===== src/rtl/pipeline_ctrl_pkg.sv =====
// rtl/pipeline_ctrl_pkg.sv - shared pipeline-control types and sizes
package pipeline_ctrl_pkg;

  localparam int PIPE_NUM  = 2;
  localparam int STAGE_NUM = 3;

  typedef enum logic [1:0] {
    ST_RUN      = 2'd0,
    ST_DRAIN    = 2'd1,
    ST_REDIRECT = 2'd2
  } drain_state_t;

endpackage


===== src/rtl/sat_counter.sv =====
// rtl/sat_counter.sv - saturating up-counter with synchronous clear
module sat_counter #(
  parameter int WIDTH = 16
) (
  input  logic             clk,
  input  logic             rst_n,
  input  logic             inc,
  output logic [WIDTH-1:0] value
);

  logic [WIDTH-1:0] value_q;
  logic [WIDTH-1:0] value_d;

  // Advance on inc, holding at all-ones once reached.
  always_comb begin
    value_d = value_q;
    if (inc && (value_q != {WIDTH{1'b1}})) begin
      value_d = value_q + {{(WIDTH-1){1'b0}}, 1'b1};
    end
  end

  // Counter register.
  always_ff @(posedge clk) begin
    if (!rst_n) begin
      value_q <= '0;
    end else begin
      value_q <= value_d;
    end
  end

  assign value = value_q;

endmodule


===== src/rtl/backend_pipe_ctrl.sv =====
// rtl/backend_pipe_ctrl.sv - stall/clear scheduler for the two lock-stepped backend pipes
module backend_pipe_ctrl
  import pipeline_ctrl_pkg::*;
#(
  parameter int CNT_W = 32
) (
  input  logic             clk,
  input  logic             rst_n,
  input  logic [1:0]       ex_stall_req_i,
  input  logic [1:0]       m1_stall_req_i,
  input  logic [1:0]       m2_stall_req_i,
  input  logic [1:0]       ex_clr_req_i,
  input  logic [1:0]       m2_clr_req_i,
  input  logic [1:0][3:0]  revert_vector_i,
  output logic [2:0]       stall_vec_o,
  output logic [1:0][2:0]  clr_vec_o,
  output logic             issue_stall_o,
  output logic             issue_kill_o,
  output logic             frontend_flush_o,
  output logic [CNT_W-1:0] stall_cycles_o,
  output logic [15:0]      flush_count_o
);

  drain_state_t state_q, state_d;
  logic         pend_ex_flush_q, pend_ex_flush_d;
  logic         pend_pipe_q, pend_pipe_d;

  logic s0, s1, s2;
  logic m2_flush;
  logic ex_req;
  logic ex_req_pipe;
  logic ex_fire;
  logic ex_fire_pipe;
  logic revert_start;
  logic revert_done;
  logic revert_mid_unused;

  // Stall chains downward: a stalled later stage holds every earlier stage.
  always_comb begin
    s2 = |m2_stall_req_i;
    s1 = s2 | (|m1_stall_req_i);
    s0 = s1 | (|ex_stall_req_i);
  end

  assign stall_vec_o = {s2, s1, s0};

  assign m2_flush     = |m2_clr_req_i;
  assign ex_req       = |ex_clr_req_i;
  // Pipe 0 is older, so its request covers a simultaneous one from pipe 1.
  assign ex_req_pipe  = ~ex_clr_req_i[0];
  assign revert_start = revert_vector_i[0][0] | revert_vector_i[1][0];
  assign revert_done  = revert_vector_i[0][3] | revert_vector_i[1][3];
  assign revert_mid_unused = |{revert_vector_i[1][2:1], revert_vector_i[0][2:1]};

  // EX flush gating: fire when M1/M2 are free, otherwise park one request until they are.
  always_comb begin
    ex_fire         = 1'b0;
    ex_fire_pipe    = 1'b0;
    pend_ex_flush_d = pend_ex_flush_q;
    pend_pipe_d     = pend_pipe_q;
    if (m2_flush) begin
      pend_ex_flush_d = 1'b0;
    end else if (pend_ex_flush_q) begin
      if (!s1) begin
        ex_fire         = 1'b1;
        ex_fire_pipe    = pend_pipe_q;
        pend_ex_flush_d = 1'b0;
      end
    end else if (ex_req) begin
      if (!s1) begin
        ex_fire      = 1'b1;
        ex_fire_pipe = ex_req_pipe;
      end else begin
        pend_ex_flush_d = 1'b1;
        pend_pipe_d     = ex_req_pipe;
      end
    end
  end

  // Drain FSM next state; an M2 flush always returns to RUN.
  always_comb begin
    state_d = state_q;
    unique case (state_q)
      ST_RUN:      if (revert_start && !s0) state_d = ST_DRAIN;
      ST_DRAIN:    if (revert_done) state_d = ST_REDIRECT;
      ST_REDIRECT: state_d = ST_RUN;
      default:     state_d = ST_RUN;
    endcase
    if (m2_flush) begin
      state_d = ST_RUN;
    end
  end

  // State and pending-flush registers.
  always_ff @(posedge clk) begin
    if (!rst_n) begin
      state_q         <= ST_RUN;
      pend_ex_flush_q <= 1'b0;
      pend_pipe_q     <= 1'b0;
    end else begin
      state_q         <= state_d;
      pend_ex_flush_q <= pend_ex_flush_d;
      pend_pipe_q     <= pend_pipe_d;
    end
  end

  // Clear vectors, issue control and the single combined redirect pulse.
  always_comb begin
    clr_vec_o = '0;
    if (m2_flush) begin
      clr_vec_o[0][1:0] = 2'b11;
      clr_vec_o[1][1:0] = 2'b11;
      clr_vec_o[1][2]   = m2_clr_req_i[0];
    end else if (ex_fire && !ex_fire_pipe) begin
      clr_vec_o[1][0] = 1'b1;
    end
    frontend_flush_o = m2_flush | ex_fire | (state_q == ST_REDIRECT);
    issue_kill_o     = frontend_flush_o;
    issue_stall_o    = s0 | (state_q != ST_RUN);
  end

  sat_counter #(.WIDTH(CNT_W)) u_stall_cnt (
    .clk   (clk),
    .rst_n (rst_n),
    .inc   (s0),
    .value (stall_cycles_o)
  );

  sat_counter #(.WIDTH(16)) u_flush_cnt (
    .clk   (clk),
    .rst_n (rst_n),
    .inc   (frontend_flush_o),
    .value (flush_count_o)
  );

endmodule


===== config.mk =====
export PLATFORM = sky130hd
export DESIGN_NAME = backend_pipe_ctrl
export DESIGN_NICKNAME = d
export VERILOG_FILES = /design/src/rtl/pipeline_ctrl_pkg.sv /design/src/rtl/sat_counter.sv /design/src/rtl/backend_pipe_ctrl.sv
export SDC_FILE = /design/constraint.sdc
export NUM_CORES = 1
export LEC_CHECK = 0
export BUFFER_PORTS_ARGS = -buffer_cell sky130_fd_sc_hd__buf_4
export CORE_MARGIN = 2
export CORE_UTILIZATION = 47
export DETAILED_ROUTE_END_ITERATION = 8
export GPL_TIMING_DRIVEN = 0
export PLACE_DENSITY = 0.76
export SYNTH_ARGS = -nofsm -noshare
export SYNTH_HDL_FRONTEND = slang
export SYNTH_SLANG_ARGS = --single-unit

===== constraint.sdc =====
create_clock -name clk -period 2.5 [get_ports clk]
set_clock_uncertainty 0.2 [all_clocks]
set_input_delay 0.375 -clock clk [delete_from_list [all_inputs] [get_ports clk]]
set_output_delay 0.375 -clock clk [all_outputs]
set_load 0.02 [all_outputs]

Word level (Yosys, flattened, before mapping)
Index checks and enable logic that the tools add are counted.
Widths: inputs -> output; s select.
{"block": "classes", "bitwise": 11, "muxes": 19, "n_addsub": 2, "eq_ne": 6, "n_reduce_logical": 16}
{"cell": "$add 32x1->32 const B", "count": 1}
{"cell": "$ne 32x32->1 const B", "count": 1}
{"cell": "$add 16x1->16 const B", "count": 1}
{"cell": "$ne 16x16->1 const B", "count": 1}
{"cell": "$mux 1", "count": 14}
{"cell": "$reduce_or 2->1", "count": 5}
{"cell": "$mux 2", "count": 4}
{"cell": "$or 1x1->1", "count": 7}
{"cell": "$logic_and 1x1->1", "count": 4}
{"cell": "$ne 2x2->1 const B", "count": 2}
{"cell": "$not 1->1", "count": 4}
{"cell": "$pmux 2 s2", "count": 1}
{"cell": "$reduce_and 4->1", "count": 1}
{"cell": "$reduce_or 3->1", "count": 1}
{"cell": "$eq 2x1->1 const B", "count": 1}
{"cell": "$eq 2x2->1 const B", "count": 1}
{"cell": "$logic_not 1->1", "count": 2}
{"cell": "$logic_not 2->1", "count": 1}
{"cell": "$reduce_and 2->1", "count": 1}
{"cell": "$reduce_bool 2->1", "count": 1}
{"block": "totals", "out_inout_bits": 60, "wordCells": 59, "reg_bits": 52}

Depth between registers and ports, before layout
Gate-level depths: netlist of run 1.
{"block": "depth", "depth_word": 10, "ltp_mapped": 8}

Hierarchy
Synthesis of run 1 repeated with hierarchy kept, for this count alone.
{"block": "hier_totals", "hier_cells": 336, "hier_area_um2": 2856.5}
{"mod": "sat_counter (u_stall_cnt)", "area_per_inst_um2": 1704.1, "seq_area_each_um2": 640.6, "n_inst": 1, "cells_each": 200}
{"mod": "sat_counter (u_flush_cnt)", "area_per_inst_um2": 837.1, "seq_area_each_um2": 320.3, "n_inst": 1, "cells_each": 97}
{"mod": "backend_pipe_ctrl", "area_per_inst_um2": 315.3, "seq_area_each_um2": 80.1, "n_inst": 1, "cells_each": 39}

Worst setup path after synthesis of run 1
OpenSTA, ideal clock, no wires.
{"block": "synth_path", "path_type": "reg2reg", "start": "reg u_stall_cnt.value_q[11], in the netlist u_stall_cnt.value[11]", "end": "reg u_stall_cnt.value_q[1], in the netlist u_stall_cnt.value[1]", "path_slack_ps": -73, "path_buffers": 2, "path_stages_with_launch": 8, "setup_ps": 132, "synth_period_minus_slack_ps": 2573, "arrival_ps": 2240, "cell_sequence": "dfxtp_1 -> nand4_1 -> or4_1 -> nor4_2 -> clkbuf_1 -> buf_2 -> nand3b_1 -> a21oi_1"}
{"block": "synth_between", "elab_chain_len": 2}
{"item": "start, declared", "line": "sat_counter.sv:11", "text": "logic [WIDTH-1:0] value_q;"}
{"item": "start signal, assigned", "line": "sat_counter.sv:27", "text": "value_q <= value_d;"}
{"item": "$ne 32x32->1", "line": "sat_counter.sv:17", "text": "if (inc && (value_q != {WIDTH{1'b1}})) begin"}
{"item": "$logic_and 1x1->1", "line": "sat_counter.sv:17"}
No other way between the ends.
A chain may end at the register's enable or synchronous reset.

Final worst setup path of run 1
{"block": "layout_path", "start": "in m1_stall_req_i[0]", "end": "out issue_stall_o"}
{"block": "layout_between", "elab_chain_len": 4}
{"item": "start, declared", "line": "backend_pipe_ctrl.sv:10", "text": "input logic [1:0] m1_stall_req_i,"}
{"item": "$reduce_or 2->1", "line": "backend_pipe_ctrl.sv:41", "text": "s1 = s2 | (|m1_stall_req_i);"}
{"item": "$or 1x1->1", "line": "backend_pipe_ctrl.sv:41"}
{"item": "via s1", "line": "backend_pipe_ctrl.sv:28", "text": "logic s0, s1, s2;"}
{"item": "$or 1x1->1", "line": "backend_pipe_ctrl.sv:42", "text": "s0 = s1 | (|ex_stall_req_i);"}
{"item": "via s0", "line": "backend_pipe_ctrl.sv:28"}
{"item": "$or 1x1->1", "line": "backend_pipe_ctrl.sv:119", "text": "issue_stall_o = s0 | (state_q != ST_RUN);"}
{"item": "end, declared", "line": "backend_pipe_ctrl.sv:17", "text": "output logic issue_stall_o,"}
The timed path passes the listed nets, and every way through them passes these cells.

==> results of run 1 <==
-- layer usage --
metal / up-vias / part of all wire, % / wire, µm
met2: 89 / 47 / 3500
met4: 0 / 1.6 / 122
met3: 13 / 6.8 / 507
met1: 1370 / 44 / 3280
met5: - / 0 / 0
li1: 1415 / - / -
-- sequential cells by signal (all words and copies together) (netlist names) --
| register | cells |
|---|---|
| u_stall_cnt.value | 32 |
| state_q | 2 |
| pend_ex_flush_q | 1 |
| pend_pipe_q | 1 |
| u_flush_cnt.value | 16 |
-- cell usage after synthesis, drive strengths merged (3+ instances only) --
library cell and number:
a211oi 3, o31ai 9, o21a 4, and3 6
o21ai 13, nor3 11, inv 10, buf 9
or3 15, xor2 5, nor4 9, clkbuf 12
nand2 38, nor2 19, nand4 12, nand2b 9
o311ai 3, a21oi 28, mux2i 11, xnor2 4
o41ai 3, and4 5, nand3 9, dfxtp 52
or4 12, and2 4
-- report_power, final --
group | internal [W] | total [W] | switching [W] | leakage, nW
clock | 0.000328 | 0.000621 | 0.000293 | 0.0614
combinational | 0.0000693 | 0.000154 | 0.0000850 | 0.919
sequential | 0.000839 | 0.000852 | 0.0000133 | 0.422
total | 0.00124 | 0.00163 | 0.000392 | 1.40
-- critical path, delay by kind of cell --
kind	cells	cell delay, ns
buffers and inverters	5	0.63
and+or+nand+nor	3	0.93
-- final timing paths --
check	from	end	slack [ns]	depth (start not counted)
setup reg to reg	u_flush_cnt.value[3]	u_flush_cnt.value[15]	0.13	6
hold / removal	ex_clr_req_i[0]	pend_pipe_q	0.05	2
setup / recovery	m1_stall_req_i[0]	issue_stall_o	-0.01	8
hold reg to reg	u_flush_cnt.value[8]	u_flush_cnt.value[8]	0.29	2
-- final cells by class --
| cell class | instances | area, µm² |
|---|---|---|
| plain buffers | 18 | 126 |
| well taps | 72 | 90.1 |
| repair buffers | 88 | 661 |
| multi-input cells | 250 | 1640 |
| fillers | 469 | 1850 |
| inverters | 11 | 41.3 |
| clock buffers | 6 | 82.6 |
| flip-flops and latches | 52 | 1040 |
| clock inverters | 2 | 38.8 |
-- kinds of logic after synthesis --
family	after synthesis
flops	52
compound gates	73
buf+inv	32
simple gates	154
fa+ha+maj	2
xor+xnor	9
other cells	1
mux	11
-- what timing repair did --
action,4_1_cts,5_1_grt
gates resized for setup,13,14
pin swaps,3,7
buffers inserted,5,9
endpoints found under the setup margin,33,26
-- metrics by stage --
stage | total power, W | area (µm²) | TNS [ns] | instances
2_1_floorplan | 0.000952 | 2750 | -0.00406 | 334
3_3_place_gp | 0.00102 | 3390 | -8.97 | 480
3_5_place_dp | 0.00102 | 3390 | -10.16 | 480
4_1_cts | 0.00163 | 3600 | -0.0837 | 492
5_1_grt | 0.00169 | 3720 | -0.106 | 499
6_report | 0.00163 | 3720 | -0.0139 | 499
==> run summary, run 1 <==
Met2 Track Usage GR - 38.0%
CP endpoint kind - output port
Largest net degree at the start of global routing - 17
Met1 Track Usage GR - 30.5%
Ratio of cells with drive above 1 in the final layout - 30.2%
Nets - 448
Clock root buffer - clkbuf_8
Total track usage - 22.9%
Endpoints failing hold - 0
XOR/XNOR share of the synthesized area - 2.88%
WL/cell - 14.9 µm
Cells after Synth - 334
Vias in the first global route - 2514
Commonest non-fill, non-tap cell in the layout - buf_4
CTS tree - built
Hold buffer count at cts - 0
Slew @ Worst Pin - 0.655 ns
Power per standard cell area - 437 nW/µm²
Netlist cell types - 45
Die area - 6440 µm²
N_diodes - 0
Compound-Gate Fraction of Synth Area - 17.2%
Clock Tree Buf Depth - 2
WHS - 0.0529 ns
Syn Nets - 356
Ranking of synthesized cells by area - dfxtp_1, nand2_1, a21oi_1
Synthesized area per cell - 8.18 µm²
Top cell type's share of synthesized area - 38.1%
Crit start category - input pin
Syn. warnings - 0
HP Class - input pin to flip-flop
Max Cap Viol - 0
Final Critical Period - 2.51 ns
Setup Viol. Count Final - 1
Clk pin slew, worst setup/hold paths - 0.10 ns
Initial antenna violation count - 0
CTS H-tree depth - 2
Remaining DRCs - 0
Worst setup margin - -0.0139 ns
RSZ-0062 raised after global routing - yes
Dpl ws - -0.671 ns
Area delta synth->final - 36.2%
RD Place Congestion - 0.856
Worst-skew pair later-pin latency - 0.31 ns
Synth Area in Simple Gates - 31.2%
Largest family of logic cells by synthesized area - simple AND/OR/NAND/NOR gates
Post-synth EDFFs - 0
Slowest cell on crit path - nor4_4
Mux share of post-synthesis cell area - 4.03%
Cells along the critical path - buf_4, nor4_4, inv_2, nor3_4, buf_8, inv_1, or3_1, buf_4
First-pass DRT Iterations - 5
Critical path class - input pin to output port
# port buffers - 74
CTS Buf Count - 5
GR Util met3 - 4.27%
I/O pins - 80
Post-DRT Antenna Nets - 0
Worst endpoint data arrival time - 1.94 ns
Die span in x - 80.3 µm
Post-synthesis sequential area ratio - 38.1%
Most frequent cells in the layout - buf_4, dfxtp_1, nand2_1
1st-iter DRT viols - 187
Core Util, Final - 66.8%
Global-route layer with the greatest usage - met2
DP HPWL - 5300 µm
Slew Viols, Final - 0
Total gr overflow - 0
Die height - 80.3 µm
Req. time, crit path - 1.92 ns
Std-Cell Rows - 27
Adder-Cell Fraction of Synth Area - 0.916%
Pleak - 1.40 nW
Detailed Route WL - 7420 µm
Final period util - 101%
Fmax - 0.398 GHz
FF+latch count, synth - 52
Vias - 2887
Synth async-reset ratio - 0%
Vias/cell - 5.79
Relative slew margins - 56.1%
Total core area - 5570 µm²
Max VDD drop - 300 µV
Largest area contributor in the netlist - dfxtp_1
Largest stage delay, worst path - 0.33 ns
Status - complete, but fails checks
First-pass GRT wire length - 11700 µm
Worst Path Max Fanout - 6
Starting Density - 49.0%
Synthesized area - 2730 µm²
CP dominant cell by count - buf_4
Main flop type after synthesis - dfxtp_1
Failing checks - setup timing
Clock Sinks - 52
No activity file was read; power rests on OpenSTA's default activity.
==> run 2, diff against run 1 <==
GPL_TIMING_DRIVEN = not set   (was 0)
==> run 2 against run 1 <==
  * The flow now finishes without violations
  * Critical path type is now flip-flop to flip-flop
  * First-iteration DRC count fell by 8.6%
  * Global-route usage fell by 1.2 points
  * Combinational power fell by 5%
  * Highest routed layer unchanged
  * Sequential share of layout area rose by 1.1 points
  * Largest power group unchanged
  * Core utilization fell by 2.6 points
==> run summary, run 2 (synthesis results as in run 1) <==
RSZ-0062 raised after global routing - no
Fmax - 0.431 GHz (+8.3%)
Total track usage - 21.7% (-1.2 points)
Setup Viol. Count Final - 0 (-1)
CP endpoint kind - flip-flop
Commonest non-fill, non-tap cell in the layout - buf_4
Critical path class - flip-flop to flip-flop
Largest stage delay, worst path - 0.66 ns (+0.33 ns)
Cells along the critical path - nand4_1, or4_1, o311ai_1, buf_4, xor2_1, nor2_1
HP Class - input pin to flip-flop
Die height - 80.3 µm (unchanged)
Slowest cell on crit path - or4_1
Hold buffer count at cts - 0 (unchanged)
1st-iter DRT viols - 171 (-8.6%)
Total gr overflow - 0 (unchanged)
Slew Viols, Final - 0 (unchanged)
Vias in the first global route - 2607 (+3.7%)
Vias - 2821 (-2.3%)
DP HPWL - 5180 µm (-2.2%)
Status - finished clean
Pleak - 1.36 nW (-3.1%)
Share of power burned in registers - 53.8% (+1.4 points)
Max Cap Viol - 0 (unchanged)
Endpoints failing hold - 0 (unchanged)
Final period util - 92.9% (-7.7 points)
Psw - 0.000381 W (-2.7%)
Clock Sinks - 52 (unchanged)
N_diodes - 0 (unchanged)
Ratio of cells with drive above 1 in the final layout - 27.4% (-2.8 points)
CTS H-tree depth - 2 (unchanged)
Total negative slack - 0 ns (+0.0139 ns)
Worst Path Max Fanout - 5 (-1)
Final Critical Period - 2.32 ns (-0.192 ns)
Initial antenna violation count - 0 (unchanged)
CTS tree - built
Largest net degree at the start of global routing - 27 (+10)
# port buffers - 74 (unchanged)
Post-DRT Antenna Nets - 0 (unchanged)
Total core area - 5570 µm² (unchanged)
Max VDD drop - 299 µV (-0.43%)
Max reg flops - 32 (unchanged)
Relative slew margins - 62.5% (+6.4 points)
Worst endpoint data arrival time - 2.32 ns (+0.38 ns)
Die span in x - 80.3 µm (unchanged)
First-pass GRT wire length - 11300 µm (-3.2%)
Crit start category - flip-flop
Worst-skew pair later-pin latency - 0.31 ns (about the same)
Power per standard cell area - 442 nW/µm² (+1.1%)
Clock root buffer - clkbuf_8
Remaining DRCs - 0 (unchanged)
Clock Tree Buf Depth - 2 (unchanged)
Final Non-Filler Cells - 488 (-2.2%)
Most frequent cells in the layout - buf_4, dfxtp_1, nand2_1
Slew @ Worst Pin - 0.558 ns (-0.0969 ns)
Clk network pwr share - 36.9% (-1.3 points)
P_int - 0.00120 W (-2.9%)
Sw Ratio - 24.1% (+0.030 points)
Area delta synth->final - 30.8%
WL/cell - 14.1 µm (-5.2%)
Std-Cell Rows - 27 (unchanged)
Pwr Total - 0.00158 W (-2.8%)
WHS - 0.0601 ns (+0.00723 ns)
Post-CTS Resized - 0 (-13)
Post-route design area - 3570 µm² (-3.9%)
RD Place Congestion - 0.847 (-0.95%)
CTS Buf Count - 5 (unchanged)
Combinational share of power - 9.3% (-0.2 points)
Detailed Route WL - 6880 µm (-7.3%)
Nets - 437 (-2.5%)
Starting Density - 49.0% (unchanged)
Req. time, crit path - 2.50 ns (+0.58 ns)
Placed cells - 480 (unchanged)
Vias/cell - 5.78 (about the same)
First-pass DRT Iterations - 4 (-1)
Clk pin slew, worst setup/hold paths - 0.09 ns (about the same)
Die area - 6440 µm² (unchanged)
Post-CTS setup repair buffer count - 0 (-5)
I/O pins - 80 (unchanged)
Area after DPL - 3460 µm² (+2.1%)
==> run 2: worst paths after layout <==
check                           depth (start not counted)                  start               endpoint  slack, ns
worst max register to register                          6  u_stall_cnt.value[13]  u_stall_cnt.value[11]       0.18
worst min-delay path                                    2        ex_clr_req_i[0]            pend_pipe_q       0.06
worst max-delay path                                    6  u_stall_cnt.value[13]  u_stall_cnt.value[11]       0.18
worst min register to register                          1             state_q[1]             state_q[0]       0.29
==> run 2: power groups by stage <==
stage          clock (W)  combinational (W)  sequential, W
2_1_floorplan          0          0.0000720       0.000880
3_3_place_gp           0           0.000142       0.000869
3_5_place_dp           0           0.000148       0.000870
4_1_cts         0.000590           0.000148       0.000850
5_1_grt         0.000620           0.000159       0.000852
6_report        0.000584           0.000147       0.000851
==> run 2: layout make-up <==
type,count,area [µm²]
Timing Repair Buffer,95,726
Multi-Input combinational cell,250,1560
Sequential cell,52,1040
Clock buffer,5,68.8
Tap cell,72,90.1
Clock inverter,3,42.5
Fill cell,518,2000
Inverter,11,41.3
==> run 2: per-stage QoR <==
stage	util, %	setup slack [ns]
floorplan	-	-0.00406
global placement	62.1	0.00251
finish	64.1	0.178
global route	64.1	0.0199
detailed placement	62.1	-0.0142
CTS	64.1	0.156
==> run 2: critical path: cells and delay by family (launching register included) <==
kind,cells,cell delay [ns]
buffers and inverters,1,0.19
AND/OR/NAND/NOR,3,0.93
flip-flops,1,0.40
XOR/XNOR,1,0.15
AO/OA/AOI/OAI,1,0.35
==> run 2: layer usage <==
metal	up-vias	share of wire (%)	wire (µm)	global-route usage, %
met1	1320	43	2970	25.5
met3	9	7.3	501	5.06
met4	0	1.3	87	6.78
li1	1397	-	-	-
met2	95	48	3320	38.9
met5	-	0	0	0
==> run 3, diff against run 2 <==
ABC_AREA = 0   (was not set)
CORE_MARGIN = 3   (was 2)
CORE_UTILIZATION = 49   (was 47)
clock period = 2.9 ns   (was 2.5 ns; I/O delays follow)
==> run 3 against run 2 <==
  * Core utilization is 1.4 points higher
  * Non-clock buffer count is 13 lower
  * Highest routed layer unchanged
  * Critical path depth is 1 lower
  * Combinational power is 18% lower
==> run summary, run 3 (synthesis results as in run 1) <==
Status - finished clean
Worst R2R Start - u_stall_cnt.value[12]
Std-Cell Rows - 26 (-3.7%)
Core Util, Final - 65.6% (+1.4 points)
Post-DRT Antenna Nets - 0 (unchanged)
Vias in the first global route - 2508 (-3.8%)
Clock Tree Buf Depth - 2 (unchanged)
CP endpoint kind - flip-flop
Post-CTS Resized - 0 (unchanged)
P_int - 0.000968 W (-19%)
Total track usage - 21.8% (+0.071 points)
Sequential cell area - 1040 µm² (-0.24%)
WL/cell - 14.9 µm (+5.9%)
Sw Ratio - 24.8% (+0.73 points)
Final period util - 88.9% (-3.9 points)
Endpoints failing hold - 0 (unchanged)
First-pass DRT Iterations - 4 (unchanged)
Power per standard cell area - 375 nW/µm² (-15%)
Die area - 6510 µm² (+1.1%)
Max VDD drop - 217 µV (-27%)
CTS Buf Count - 5 (unchanged)
Placed cells - 465 (-3.1%)
Clock root buffer - clkbuf_8
Total negative slack - 0 ns (unchanged)
Die height - 80.7 µm (+0.53%)
Starting Density - 52.2% (+3.2 points)
Max Cap Viol - 0 (unchanged)
Worst hold start - ex_clr_req_i[0]
Critical path class - flip-flop to flip-flop
Hold buffer count at cts - 0 (unchanged)
Area delta synth->final - 25.6%
Total gr overflow - 0 (unchanged)
Pleak - 1.28 nW (-5.6%)
RSZ-0062 raised after global routing - no
Combinational share of power - 9.3% (about the same)
Psw - 0.000320 W (-16%)
Relative slew margins - 57.8% (-4.7 points)
Crit. Startpoint - u_stall_cnt.value[12]
Slew @ Worst Pin - 0.626 ns (+0.0680 ns)
Met1 Track Usage GR - 29.4% (+3.9 points)
Multi-input logic area - 1550 µm² (-0.56%)
Met2 Track Usage GR - 35.2% (-3.7 points)
Clk pin slew, worst setup/hold paths - 0.09 ns (about the same)
I/O pins - 80 (unchanged)
N_diodes - 0 (unchanged)
# port buffers - 74 (unchanged)
Die span in x - 80.7 µm (+0.53%)
Initial antenna violation count - 0 (unchanged)
Fmax - 0.388 GHz (-10%)
Total core area - 5240 µm² (-6.0%)
Vias - 2784 (-1.3%)
Max reg flops - 32 (unchanged)
Setup Viol. Count Final - 0 (unchanged)
Detailed Route WL - 7060 µm (+2.7%)
Nets - 424 (-3.0%)
Vias/cell - 5.89 (+1.8%)
Ratio of cells with drive above 1 in the final layout - 24.3% (-3.1 points)
Final Non-Filler Cells - 473 (-3.1%)
GR Util met3 - 3.70% (-1.4 points)
Crit start category - flip-flop
Pwr Total - 0.00129 W (-19%)
First-pass GRT wire length - 11500 µm (+1.2%)
Share of power burned in registers - 57.0% (+3.2 points)
1st-iter DRT viols - 141 (-18%)
Slew Viols, Final - 0 (unchanged)
Clk network pwr share - 33.7% (-3.2 points)
HP Class - input pin to flip-flop
Req. time, crit path - 2.90 ns (+0.40 ns)
Remaining DRCs - 0 (unchanged)
Global-route layer with the greatest usage - met2
DP HPWL - 5100 µm (-1.6%)
Worst Path Max Fanout - 7 (+2)
Commonest non-fill, non-tap cell in the layout - buf_4
Final Critical Period - 2.58 ns (+0.257 ns)
Post-CTS setup repair buffer count - 0 (unchanged)
CTS H-tree depth - 2 (unchanged)
Clock Sinks - 52 (unchanged)
Filler cells - 466 (-10%)
Largest net degree at the start of global routing - 27 (unchanged)
Most frequent cells in the layout - buf_4, dfxtp_1, nand2_1
RD Place Congestion - 0.826 (-2.6%)
Worst endpoint data arrival time - 2.58 ns (+0.26 ns)
Worst-skew pair later-pin latency - 0.31 ns (about the same)
CTS tree - built
==> run 3: cell types whose count changed in the layout (fill, tap and decap cells not counted) <==
cell / delta
bufinv_16: -1
o221a_4: -1
dfxtp_2: -2
clkbuf_8: +1
buf_12: -1
o221a_2: +1
dfxtp_1: +2
buf_4: -12
clkinv_2: -1
clkbuf_1: +1
==> run 3: path summary, 6_finish.rpt <==
kind | end | slack [ns] | cells past startpoint
hold reg to reg | state_q[1] | 0.28 | 1
hold / removal | pend_pipe_q | 0.12 | 2
setup reg to reg | u_stall_cnt.value[22] | 0.32 | 5
setup / recovery | u_stall_cnt.value[22] | 0.32 | 5
==> run 3: layout make-up <==
| class | count | share of cell area [%] |
|---|---|---|
| Clock buffer | 7 | 2.51 |
| Clock inverter | 1 | 0.219 |
| Inverter | 11 | 1.20 |
| Multi-Input combinational cell | 250 | 45.3 |
| Sequential cell | 52 | 30.3 |
| Tap cell | 70 | 2.55 |
| Timing Repair Buffer | 82 | 17.9 |
==> run 3: per-stage QoR <==
step           hold WS, ns  setup slack [ns]  cell area [µm²]
2_1_floorplan        0.240             0.302             2730
3_3_place_gp         0.265             0.145             3340
3_5_place_dp         0.269             0.122             3340
4_1_cts              0.114             0.288             3430
5_1_grt              0.112             0.115             3430
6_report             0.117             0.321             3430
==> run 3: power by group through the flow <==
stage | registers (W) | clock network (W) | logic [W]
after floorplan | 0.000758 | 0 | 0.0000612
after global placement | 0.000750 | 0 | 0.000117
after detailed placement | 0.000751 | 0 | 0.000119
after CTS | 0.000734 | 0.000444 | 0.000120
after global routing | 0.000736 | 0.000469 | 0.000131
final | 0.000734 | 0.000434 | 0.000120
==> run 3: layer usage <==
layer  vias up  wire length [µm]
li1       1368                 -
met1      1306              3200
met2       100              3220
met3        10               543
met4         0                91
met5         -                 0
==> run 3: critical path, cell delays in order, from the launching register on <==
cell and delay, ns:
dfxtp_1 0.42, nand4_1 0.30, or4_1 0.68, o21ai_0 0.56, nor4_1 0.12, o21a_1 0.19
